File: src/rtl/mem_arbiter_pkg.sv
`default_nettype none
`timescale 1ns/1ps
// ============================================================================
// Module      : mem_arbiter_pkg
// Description : Shared definitions for the memory-port arbiter: FSM state
//               encodings, grant owner codes and default bus widths.
// Revision    : 1.0 - initial release
// ============================================================================
package mem_arbiter_pkg;

    // Default bus widths
    localparam int c_ADDR_W_DEF = 32;
    localparam int c_DATA_W_DEF = 32;

    // Arbiter FSM state encoding
    localparam logic [1:0] c_ST_IDLE  = 2'd0;
    localparam logic [1:0] c_ST_ISSUE = 2'd1;
    localparam logic [1:0] c_ST_WAIT  = 2'd2;

    // Transaction owner codes (value of the grant output)
    localparam logic c_GRANT_IFU = 1'b0;
    localparam logic c_GRANT_LSU = 1'b1;

endpackage : mem_arbiter_pkg
`default_nettype wire

File: src/rtl/mem_arbiter.sv
`default_nettype none
`timescale 1ns/1ps
// ============================================================================
// Module      : mem_arbiter
// Description : Shares one memory port between instruction fetch (m0,
//               read-only) and load/store (m1, read/write). One transaction
//               is outstanding at a time; the winning request is registered
//               before it is issued downstream, and the response is routed
//               combinationally back to the owner.
//
// Ports       : clk, rst          - clock, synchronous active-high reset
//               m0_*              - fetch request/response channel
//               m1_*              - load/store request/response channel
//               s_*               - downstream memory request/response
//               grant             - owner of current transaction (0=m0,1=m1)
//
// Build macro : MEM_ARBITER_RR_EN - when defined, contention is resolved
//               round-robin (requester not granted last wins); otherwise m1
//               always wins over m0.
// Revision    : 1.0 - initial release
// ============================================================================
module mem_arbiter
    import mem_arbiter_pkg::*;
#(
    parameter int ADDR_W = c_ADDR_W_DEF,
    parameter int DATA_W = c_DATA_W_DEF
) (
    input  logic                clk,
    input  logic                rst,

    input  logic                m0_req_valid,
    output logic                m0_req_ready,
    input  logic [ADDR_W-1:0]   m0_addr,
    output logic                m0_resp_valid,
    input  logic                m0_resp_ready,
    output logic [DATA_W-1:0]   m0_rdata,

    input  logic                m1_req_valid,
    output logic                m1_req_ready,
    input  logic [ADDR_W-1:0]   m1_addr,
    input  logic                m1_wen,
    input  logic [DATA_W-1:0]   m1_wdata,
    input  logic [DATA_W/8-1:0] m1_wmask,
    output logic                m1_resp_valid,
    input  logic                m1_resp_ready,
    output logic [DATA_W-1:0]   m1_rdata,

    output logic                s_req_valid,
    input  logic                s_req_ready,
    output logic [ADDR_W-1:0]   s_addr,
    output logic                s_wen,
    output logic [DATA_W-1:0]   s_wdata,
    output logic [DATA_W/8-1:0] s_wmask,
    input  logic                s_resp_valid,
    output logic                s_resp_ready,
    input  logic [DATA_W-1:0]   s_rdata,

    output logic                grant
);

    logic [1:0]          r_state;
    logic [1:0]          w_state_nxt;
    logic                r_grant;
    logic [ADDR_W-1:0]   r_addr;
    logic                r_wen;
    logic [DATA_W-1:0]   r_wdata;
    logic [DATA_W/8-1:0] r_wmask;

    logic                w_pick;        // requester that would win this cycle
    logic                w_accept;      // request handshake with either master
    logic                w_owner_ready; // response ready of the current owner

    // ------------------------------------------------------------------------
    // Winner selection
    // ------------------------------------------------------------------------
`ifdef MEM_ARBITER_RR_EN
    logic r_last_grant;

    // On contention the requester that was not served last wins; a lone
    // requester always wins.
    always_comb begin
        if (m0_req_valid && m1_req_valid) begin
            w_pick = ~r_last_grant;
        end else begin
            w_pick = m1_req_valid ? c_GRANT_LSU : c_GRANT_IFU;
        end
    end

    always_ff @(posedge clk) begin
        if (rst) begin
            r_last_grant <= c_GRANT_IFU;
        end else if (w_accept) begin
            r_last_grant <= w_pick;
        end
    end
`else
    // Fixed priority: load/store beats fetch.
    always_comb begin
        w_pick = m1_req_valid ? c_GRANT_LSU : c_GRANT_IFU;
    end
`endif

    assign w_owner_ready = (r_grant == c_GRANT_LSU) ? m1_resp_ready : m0_resp_ready;
    assign w_accept      = m0_req_ready || m1_req_ready;

    // ------------------------------------------------------------------------
    // FSM next state and handshake outputs
    // ------------------------------------------------------------------------
    always_comb begin
        w_state_nxt   = r_state;
        m0_req_ready  = 1'b0;
        m1_req_ready  = 1'b0;
        s_req_valid   = 1'b0;
        s_resp_ready  = 1'b0;
        m0_resp_valid = 1'b0;
        m1_resp_valid = 1'b0;

        case (r_state)
            c_ST_IDLE: begin
                m1_req_ready = m1_req_valid && (w_pick == c_GRANT_LSU);
                m0_req_ready = m0_req_valid && (w_pick == c_GRANT_IFU);
                if (m0_req_valid || m1_req_valid) begin
                    w_state_nxt = c_ST_ISSUE;
                end
            end
            c_ST_ISSUE: begin
                s_req_valid = 1'b1;
                if (s_req_ready) begin
                    w_state_nxt = c_ST_WAIT;
                end
            end
            c_ST_WAIT: begin
                s_resp_ready  = w_owner_ready;
                m0_resp_valid = s_resp_valid && (r_grant == c_GRANT_IFU);
                m1_resp_valid = s_resp_valid && (r_grant == c_GRANT_LSU);
                if (s_resp_valid && w_owner_ready) begin
                    w_state_nxt = c_ST_IDLE;
                end
            end
            default: begin
                w_state_nxt = c_ST_IDLE;
            end
        endcase

        // Reset wins over everything: no handshake may complete in the reset
        // cycle, so an in-flight transaction is dropped cleanly.
        if (rst) begin
            w_state_nxt   = c_ST_IDLE;
            m0_req_ready  = 1'b0;
            m1_req_ready  = 1'b0;
            s_req_valid   = 1'b0;
            s_resp_ready  = 1'b0;
            m0_resp_valid = 1'b0;
            m1_resp_valid = 1'b0;
        end
    end

    // ------------------------------------------------------------------------
    // State register and request capture
    // ------------------------------------------------------------------------
    always_ff @(posedge clk) begin
        if (rst) begin
            r_state <= c_ST_IDLE;
            r_grant <= c_GRANT_IFU;
            r_addr  <= '0;
            r_wen   <= 1'b0;
            r_wdata <= '0;
            r_wmask <= '0;
        end else begin
            r_state <= w_state_nxt;
            if (w_accept) begin
                r_grant <= w_pick;
                if (w_pick == c_GRANT_LSU) begin
                    r_addr  <= m1_addr;
                    r_wen   <= m1_wen;
                    r_wdata <= m1_wdata;
                    r_wmask <= m1_wmask;
                end else begin
                    // Fetch is read-only: write fields forced inactive.
                    r_addr  <= m0_addr;
                    r_wen   <= 1'b0;
                    r_wdata <= '0;
                    r_wmask <= '0;
                end
            end
        end
    end

    // ------------------------------------------------------------------------
    // Downstream request fields and response data
    // ------------------------------------------------------------------------
    assign s_addr   = r_addr;
    assign s_wen    = r_wen;
    assign s_wdata  = r_wdata;
    assign s_wmask  = r_wmask;
    assign grant    = r_grant;

    // Read data is only meaningful alongside the owner's resp_valid.
    assign m0_rdata = s_rdata;
    assign m1_rdata = s_rdata;

endmodule : mem_arbiter
`default_nettype wire
File: config.mk
export PLATFORM = sky130hd
export DESIGN_NAME = mem_arbiter
export DESIGN_NICKNAME = d
export VERILOG_FILES = /design/src/rtl/mem_arbiter_pkg.sv /design/src/rtl/mem_arbiter.sv
export SDC_FILE = /design/constraint.sdc
export NUM_CORES = 1
export LEC_CHECK = 0
export BUFFER_PORTS_ARGS = -buffer_cell sky130_fd_sc_hd__buf_2
export CORE_AREA = 2 2 110 112
export DETAILED_ROUTE_END_ITERATION = 10
export DIE_AREA = 0 0 112 114
export GPL_ROUTABILITY_DRIVEN = 1
export PLACE_DENSITY = 0.66
export RECOVER_POWER = 50
export SLEW_MARGIN = 15
export SYNTH_ARGS = -nofsm -noshare
export SYNTH_HDL_FRONTEND = slang
export SYNTH_SLANG_ARGS = --single-unit
export TNS_END_PERCENT = 100
File: constraint.sdc
create_clock -name clk -period 1.4 [get_ports clk]
set_input_delay 0.07 -clock clk [delete_from_list [all_inputs] [get_ports clk]]
set_output_delay 0.07 -clock clk [all_outputs]
set_load 0.1 [all_outputs]
==> metrics.md, run 1 <==
| Metric | Value |
|---|---|
| Outcome | `finished with violations` |
| Failing checks | `setup timing` |
| Crit path largest cell delay | `360 ps` |
| Initial antenna violation count | `0` |
| Top delay family on crit path | `simple AND/OR/NAND/NOR gates` |
| Wire per inst | `16.7 um` |
| Largest family of logic cells by synthesized area | `compound AO/OA/AOI/OAI gates` |
| Startpoint Class | `flip-flop` |
| Ranking of synthesized cells by area | `dfxtp_1 (43%), buf_4 (16%), mux2i_1 (9.9%)` |
| Synth-to-layout area growth | `48.7%` |
| Worst Path Max Fanout | `3` |
| Placement Rows | `40` |
| Comb power frac | `roughly 37%` |
| TritonCTS Sinks | `a little over 70` |
| Critical Path RT | `1330 ps` |
| Drt total wl | `10.8 mm` |
| RSZ-0062 raised after global routing | `yes` |
| Largest net degree at the start of global routing | `36` |
| First-pass GRT wire length | `around 15 mm` |
| Most area-hungry cell type in the Yosys netlist | `dfxtp_1` |
| Peak supply drop | `between 0.6 and 0.7 mV` |
| Sequential area share after synthesis | `approximately 43%` |
| Yosys top cell area share | `a little over two fifths` |
| Sequential fraction of design power | `33.1%` |
| Vias in the first global route | `about 3.0k` |
| Core Footprint | `0.0117 mm2` |
| Hold Fails Final Rpt | `0` |
| Clk network pwr share | `about 30%` |
| Fmax | `approximately 660 MHz` |
| Total congestion overflow | `0` |
| Avg Inst Size Synth | `around 10 um2` |
| CTS tree | `yes` |
| HPWL Detailed | `~7.4 mm` |
| Clk buf depth | `2` |
| P_leak | `2.36 nW` |
| Design Power | `7.12 mW` |
| Post-route setup TNS | `-777 ps` |
| Worst path slowest cell | `dfxtp_4` |
| Die area | `between 0.01 and 0.015 mm2` |
| Post-synthesis compound-gate area fraction | `about 23%` |
| CP arrival | `roughly 1500 ps` |
| Mapped Area | `0.00334 mm2` |
| Cells after synthesis | `around 330` |
| Die width | `112 um` |
| Post-Synth Adder-Cell Area | `0%` |
| Starting DRT DRC Count | `137` |
| Clk pin slew, worst setup/hold paths | `approximately 60 ps` |
| Initial core utilization | `28.5%` |
| Crit path cell chain | `buf_6 > nor2_4 > nand2_4 > nor3b_4 > buf_12` |
| Bufs and invs on worst path | `2` |
| Skew final | `approximately 5.8 ps` |
| Final ANT Viol Nets | `0` |
| Relative slew margins | `just over 60%` |
| Setup ws final | `-119 ps` |
| Fin crit period | `1520 ps` |
| Design internal power | `about 4.2 mW` |
| Clock latency at the later pin of the worst-skew pair | `approximately 330 ps` |
| Hold_ws | `roughly 67 ps` |
| Routability cong. | `0.775` |
| Mapped Nets | `467` |
| Min-delay worst type | `in2reg` |
| Synthesized flop and latch total | `72` |
| Final setup vio count | `29` |
| TritonCTS buffer count | `9` |
| DRC Markers | `0` |
| Vias per cell | `4.66` |
| XOR/XNOR Fraction of Synth Area | `0%` |
| Tcrit/Tclk final | `108%` |
| Via count | `about 3k` |
| Psw | `roughly 2.9 mW` |
| Number of max-cap violations | `0` |
| Yosys warning count | `0` |
| First-pass iteration count of the detailed router | `4` |
| Worst Tran Pin Value | `approximately 570 ps` |
| Switching share of power | `roughly two fifths` |
| Layout cells sized above 1 | `approximately 50%` |
| Post-synth cell types | `27` |
| Chip height | `roughly 110 um` |
| Max Slew Vio Count | `0` |
| Global Route Usage Sum | `between 10% and 20%` |
| FF-to-FF setup slack | `-20 ps` |
| Diodes inserted | `0` |
| WS Path Type | `reg2out` |
| Power Dens Cells | `1430 mW/mm2` |
| Buffers added on ports | `about 180` |
| Post-synthesis simple-gate area fraction | `between 4 and 5%` |
| Root Driver | `clkbuf_16` |
| Post-synthesis mux area share | `around a tenth` |
| H-tree levels | `3` |
| Ports | `approximately 280` |
| Nets | `about 640` |
| CP Capture Type | `output pin` |
==> flip-flops by register name (all words and copies together), names as in the netlist <==
register and cells:
grant 1, r_state 2, s_addr 32, s_wdata 32, s_wen 1, s_wmask 4
==> tightest hold or removal path: stages <==
cell and delay, ps:
buf_2 90, mux2i_1 110, a211oi_1 80
==> final timing paths <==
check                                 start       endpoint  depth (start not counted)
worst min register to register   s_wdata[7]     s_wdata[7]                          1
worst max-delay path             r_state[0]  m0_resp_valid                          5
worst max register to register   r_state[0]      s_addr[0]                          5
worst min-delay path            m0_addr[23]     s_addr[23]                          3
==> through the flow <==
stage / std cells / worst slack (ps) / utilization, % / area, um2
floorplan: 326 / -247 / - / 3420
global placement: 580 / 109 / 35.1 / 4110
detailed placement: 580 / 50.5 / 35.1 / 4110
CTS: 639 / -167 / 41.2 / 4830
global route: 646 / -161 / 42.4 / 4970
finish: 646 / -119 / 42.4 / 4970
==> repair_timing <==
action / in CTS / in global routing
pin swaps: 5 / 6
buffers inserted: 6 / 4
gates cloned: 0 / 4
gates resized for setup: 7 / 8
hold buffers: 38 / 0
hold endpoints to repair: 38 / 0
endpoints found under the setup margin: 6 / 36
==> synthesized netlist by cell type (all sizes together) <==
library cell   n
or2            2
a2111oi        1
o21ai          4
nor2b          1
buf           88
a22o          34
a21oi         37
a211oi        32
nor3b          2
dfxtp         72
mux2i         33
and4           1
nand2          3
nor2           6
o32ai          1
nor4b          2
nand3          3
inv            1
clkbuf         3
==> power groups by stage <==
stage               clock network (mW)  logic (mW)  registers, mW
floorplan                            0        1.45           3.72
global placement                     0        2.41           2.40
detailed placement                   0        2.44           2.40
CTS                               2.18        2.56           2.36
global route                      2.26        2.77           2.38
finish                            2.11        2.65           2.36
==> layout make-up <==
class	instances	area, um2
Clock buffer	12	256
Clock inverter	3	17.5
Fill cell	1143	6740
Inverter	1	3.75
Multi-Input combinational cell	162	1330
Sequential cell	72	1450
Tap cell	147	184
Timing Repair Buffer	249	1720
==> layer usage <==
layer,track usage [%],part of all wire (%),vias up
li1,-,-,1470
met1,17.4,40,1364
met2,26.3,49,139
met3,4.57,7.4,39
met4,9.59,3.4,0
met5,0,0,-
==> cell usage in the layout (no fill, tap or decap), types with 5 or more instances in the layout <==
| cell | count |
|---|---|
| buf_4 | 15 |
| dlygate4sd3_1 | 38 |
| a22o_1 | 34 |
| clkbuf_16 | 12 |
| mux2i_1 | 33 |
| buf_2 | 155 |
| clkbuf_2 | 23 |
| a21oi_1 | 36 |
| buf_12 | 11 |
| dfxtp_1 | 69 |
| a211oi_2 | 5 |
| a211oi_1 | 27 |
==> cells by family (layout without fill, tap and decap cells) <==
group | after synthesis | in the layout
AND/OR/NAND/NOR | 20 | 20
buffers and inverters | 92 | 265
flip-flops | 72 | 72
AO/OA/AOI/OAI | 109 | 109
multiplexers | 33 | 33
Power figures use the tool's default switching activity.
==> run 2, diff against run 1 <==
CORE_AREA = 2 2 108 110   (was 2 2 110 112)
DIE_AREA = 0 0 110 112   (was 0 0 112 114)
PLACE_DENSITY = 0.68   (was 0.66)
==> metrics.md, run 2 (synthesis results as in run 1) <==
| Metric | Value |
|---|---|
| Cells on worst reg2reg path | `5` |
| Initial antenna violation count | `0` |
| RSZ-0062 raised after global routing | `yes` |
| Die area | `0.0123 mm2` |
| Bufs and invs on worst path | `2` |
| Min-delay worst type | `in2reg` |
| Fin crit period | `~1500 ps` |
| Routability cong. | `0.705` |
| TritonCTS buffer count | `9` |
| Crit path cell chain | `buf_6 > nor2_4 > nand2_4 > nor3b_4 > buf_12` |
| Wire per inst | `~16 um` |
| CP arrival | `1410 ps` |
| FF-to-FF setup slack | `70 ps` |
| Nets | `between 600 and 700` |
| Vias in the first global route | `roughly 3.1k` |
| Hold Fails Final Rpt | `0` |
| Worst path slowest cell | `dfxtp_4` |
| Origin of the critical flop-to-flop path | `r_state[0]` |
| Placed inst area | `a little over 0.004 mm2` |
| R2R Path End | `s_addr[13]` |
| Hold_ws | `around 25 ps` |
| H-tree levels | `3` |
| Final ANT Viol Nets | `0` |
| Chip height | `around 110 um` |
| Global Route Usage Sum | `16.5%` |
| Worst Tran Pin Value | `between 500 and 600 ps` |
| DRC Markers | `0` |
| Total congestion overflow | `0` |
| CP Capture Type | `output pin` |
| Placement Rows | `39` |
| Clk buf depth | `2` |
| Core Footprint | `0.0112 mm2` |
| Starting DRT DRC Count | `164` |
| Setup ws final | `-79.8 ps` |
| Vias per cell | `between 4 and 5` |
| Peak supply drop | `approximately 0.8 mV` |
| Clock latency at the later pin of the worst-skew pair | `around 330 ps` |
| First-pass iteration count of the detailed router | `6` |
| Buffers added on ports | `184` |
| Skew final | `just under 3 ps` |
| CTS tree | `yes` |
| First-pass GRT wire length | `~15 mm` |
| Layout cells sized above 1 | `48.6%` |
| Largest net degree at the start of global routing | `37` |
| Drt total wl | `roughly 10 mm` |
| HPWL Detailed | `between 7 and 8 mm` |
| WS Path Type | `reg2out` |
| Power Dens Cells | `1530 mW/mm2` |
| Finished Layout Cells | `between 600 and 700` |
| Startpoint Class | `flip-flop` |
| Clk pin slew, worst setup/hold paths | `50 ps` |
| Tcrit/Tclk final | `106%` |
| Relative slew margins | `between 60% and 70%` |
| Placed Cells | `just under 600` |
| Fin area | `0.00490 mm2` |
| Fillers | `about 1.0k` |
| Worst Path Max Fanout | `4` |
| Initial core utilization | `between 20% and 30%` |
| Top delay family on crit path | `simple AND/OR/NAND/NOR gates` |
| Diodes inserted | `0` |
| Via count | `~3.0k` |
| Critical Path RT | `~1300 ps` |
| Number of max-cap violations | `0` |
| Final setup vio count | `5` |
| Ports | `about 280` |
| Crit path largest cell delay | `~360 ps` |
| Hold wc startpoint | `m1_wen` |
| Worst Hold End | `s_wen` |
| Synth-to-layout area growth | `46.8%` |
| Max Slew Vio Count | `0` |
| Die width | `110 um` |
| Hold path depth | `3` |
| TritonCTS Sinks | `between 70 and 80` |
| P_leak | `approximately 2.3 nW` |
| Outcome | `finished with violations` |
| Commonest non-fill, non-tap cells in the layout | `buf_2 (142), dfxtp_1 (69), a21oi_1 (36), dlygate4sd3_1 (36), clkbuf_2 (36)` |
| Fmax | `676 MHz` |
| Root Driver | `clkbuf_16` |
| Failing checks | `setup timing` |
| Commonest non-fill, non-tap cell in the layout | `buf_2` |
-- run 2: metal layers --
layer	global-route usage [%]	wire, um	vias up
li1	-	-	1451
met1	17.7	4050	1394
met2	27.7	4980	148
met3	5.91	919	47
met4	9.03	417	0
met5	0	0	-
-- run 2: worst max path at each step --
stage | from | slack (ps) | cells after the start | to
6_report | r_state[0] | -80 | 5 | m0_resp_valid
5_1_grt | r_state[0] | -130 | 5 | m0_resp_valid
4_1_cts | r_state[0] | -130 | 5 | m0_resp_valid
3_5_place_dp | r_state[1] | 20 | 4 | s_addr[18]
3_3_place_gp | r_state[1] | 70 | 4 | s_addr[22]
2_1_floorplan | r_state[0] | -250 | 3 | m0_req_ready
-- run 2: layout make-up --
class / count / area, um2 / area share, %
Clock buffer: 12 / 267 / 5.44
Inverter: 1 / 3.75 / 0.0766
Tap cell: 143 / 179 / 3.65
Timing Repair Buffer: 243 / 1620 / 33.0
Sequential cell: 72 / 1450 / 29.6
Clock inverter: 4 / 73.8 / 1.51
Multi-Input combinational cell: 162 / 1310 / 26.7
-- run 2: power by group --
part           internal (mW)  leakage (nW)  switching, mW
logic                  0.639          1.58           1.91
clock network           1.71         0.165          0.862
registers               2.24         0.596          0.114
total                   4.59          2.34           2.89
-- run 2: tightest hold or removal path, stage by stage --
cell	delay (ps)
buf_2	100
nand3_1	70
a21oi_1	60
-- run 2: stage by stage --
stage | util (%) | TNS (ps) | total power [mW] | setup WS (ps)
2_1_floorplan | - | -428 | 5.16 | -247
3_3_place_gp | 36.7 | 0 | 4.79 | 66.1
3_5_place_dp | 36.7 | 0 | 4.82 | 15.1
4_1_cts | 43.8 | -498 | 7.55 | -133
5_1_grt | 43.9 | -519 | 7.81 | -132
6_report | 43.9 | -259 | 7.48 | -79.8
-- run 2: what timing repair did --
item	in CTS	in global routing
gates cloned	1	1
setup buffers	7	0
resized for setup	5	3
pin swaps	5	5
hold buffers	36	0
setup endpoints to repair	5	17
endpoints found under the hold margin	37	0
==> run 3, diff against run 2 <==
PLACE_DENSITY = 0.65   (was 0.68)
SETUP_SLACK_MARGIN = 0.1   (was not set)
==> metrics.md, run 3 (synthesis results as in run 1) <==
| Metric | Value |
|---|---|
| Initial antenna violation count | `1` |
| Core Footprint | `0.0112 mm2` |
| Origin of the critical flop-to-flop path | `r_state[0]` |
| Die area | `0.0123 mm2` |
| Commonest non-fill, non-tap cell in the layout | `buf_2` |
| Crit path cell chain | `nor4b_4 > buf_12 > buf_12` |
| Outcome | `finished with violations` |
| Critical Path RT | `1330 ps` |
| Placed Cells | `between 500 and 600` |
| Clock latency at the later pin of the worst-skew pair | `between 300 and 400 ps` |
| HPWL Detailed | `7.64 mm` |
| P_leak | `between 2 and 3 nW` |
| TritonCTS Sinks | `slightly above 70` |
| Fmax | `about 680 MHz` |
| Diodes inserted | `0` |
| DRC Markers | `0` |
| First-pass iteration count of the detailed router | `4` |
| Finished Layout Cells | `approximately 660` |
| Routability cong. | `just under 0.8` |
| Nets | `~650` |
| Global Route Usage Sum | `17.1%` |
| Worst path slowest cell | `dfxtp_4` |
| Worst Setup SP | `r_state[1]` |
| Tcrit/Tclk final | `105%` |
| Largest net degree at the start of global routing | `35` |
| Synth-to-layout area growth | `71.0%` |
| CP arrival | `between 1000 and 1500 ps` |
| H-tree levels | `3` |
| CP Capture Type | `output pin` |
| Ports | `between 200 and 300` |
| Number of max-cap violations | `0` |
| Design Power | `around 8.2 mW` |
| Power Dens Cells | `1430 mW/mm2` |
| Failing checks | `setup timing` |
| Worst Path Max Fanout | `8` |
| Vias per cell | `between 4 and 5` |
| Clk buf depth | `2` |
| WS Path Type | `reg2out` |
| Vias in the first global route | `3,134` |
| Hold Fails Final Rpt | `0` |
| TritonCTS buffer count | `9` |
| Die width | `between 100 and 150 um` |
| Cell mode on critical path | `buf_12` |
| Buffers added on ports | `~180` |
| Clk pin slew, worst setup/hold paths | `around 60 ps` |
| Crit path largest cell delay | `~380 ps` |
| Drt total wl | `approximately 12 mm` |
| Fillers | `around 960` |
| Hold_ws | `31.1 ps` |
| CTS tree | `yes` |
| Top delay family on crit path | `flip-flops` |
| Via count | `3,165` |
| Startpoint Class | `flip-flop` |
| Fin crit period | `1480 ps` |
| Final setup vio count | `7` |
| Max Slew Vio Count | `0` |
| Initial core utilization | `between 20 and 30%` |
| RSZ-0062 raised after global routing | `yes` |
| Core Util, Final | `just over 50%` |
| Chip height | `112 um` |
| Total congestion overflow | `0` |
| Bufs and invs on worst path | `2` |
| Wire per inst | `~18 um` |
| Worst Tran Pin Value | `around 570 ps` |
| Relative slew margins | `62.3%` |
| Root Driver | `clkbuf_16` |
| Layout cells sized above 1 | `62.5%` |
| Starting DRT DRC Count | `~150` |
| Commonest non-fill, non-tap cells in the layout | `buf_2 (151), dfxtp_1 (66), dlygate4sd3_1 (36)` |
| First-pass GRT wire length | `~16 mm` |
| Hold wc startpoint | `m1_wdata[31]` |
| Peak supply drop | `between 0.6 and 0.7 mV` |
| Setup ws final | `-76.2 ps` |
| Min-delay worst type | `in2reg` |
| Placement Rows | `39` |
| Skew final | `between 5 and 6 ps` |
| Final ANT Viol Nets | `0` |
-- run 3: cell types whose count changed in the layout (fill, tap and decap cells not counted), moves of 4 or more --
cell / before / now
a211oi_1: 30 / 7
a211oi_2: 2 / 25
a21oi_1: 36 / 1
a21oi_2: 0 / 18
a21oi_4: 1 / 18
buf_2: 142 / 151
buf_4: 16 / 12
buf_6: 2 / 11
buf_8: 0 / 5
clkbuf_16: 10 / 17
clkbuf_2: 36 / 27
dfxtp_2: 0 / 4
-- run 3: final timing paths --
path | cells past startpoint | slack [ps] | endpoint
min reg2reg | 1 | 470 | s_wdata[17]
max reg2reg | 7 | 0 | s_wen
min | 3 | 30 | s_wdata[31]
max | 3 | -80 | m1_req_ready
-- run 3: tightest hold or removal path, stage by stage --
cell     delay (ps)
buf_2           100
nand3_1          90
a21oi_2          60
-- run 3: area by class of cell --
type / count / area [um2] / area share (%)
timing repair buffer: 264 / 2030 / 35.5
multi-input combinational: 162 / 1690 / 29.6
sequential: 72 / 1450 / 25.5
clock buffer: 11 / 253 / 4.43
tap: 143 / 179 / 3.13
clock inverter: 5 / 103 / 1.80
inverter: 1 / 3.75 / 0.0657
-- run 3: per-stage QoR --
step           TNS, ps  area, um2  worst slack (ps)
2_1_floorplan     -389       3410              -209
3_3_place_gp         0       4090              58.4
3_5_place_dp         0       4090              11.1
4_1_cts           -417       4950              -126
5_1_grt          -1130       5710              -152
6_report          -289       5710             -76.2
-- run 3: metal layers --
layer,global-route usage [%],vias up,wire length (um)
met5,0,-,13
met4,8.35,2,376
met3,6.03,46,761
met2,30.4,117,6300
met1,17.5,1500,4400
li1,-,1500,-
-- run 3: timing repair --
item,4_1_cts,5_1_grt
hold endpoints to repair,36,0
cloned,3,10
pin swaps,20,81
setup endpoints to repair,43,72
gates resized for setup,18,96
hold buffers,36,0
buffers inserted,5,10
-- run 3: where the power goes --
| part | switching, mW | leakage (nW) | internal (mW) |
|---|---|---|---|
| clock | 0.865 | 0.172 | 1.83 |
| sequential | 0.157 | 0.597 | 2.25 |
| combinational | 2.11 | 1.83 | 0.970 |
| total | 3.14 | 2.60 | 5.05 |
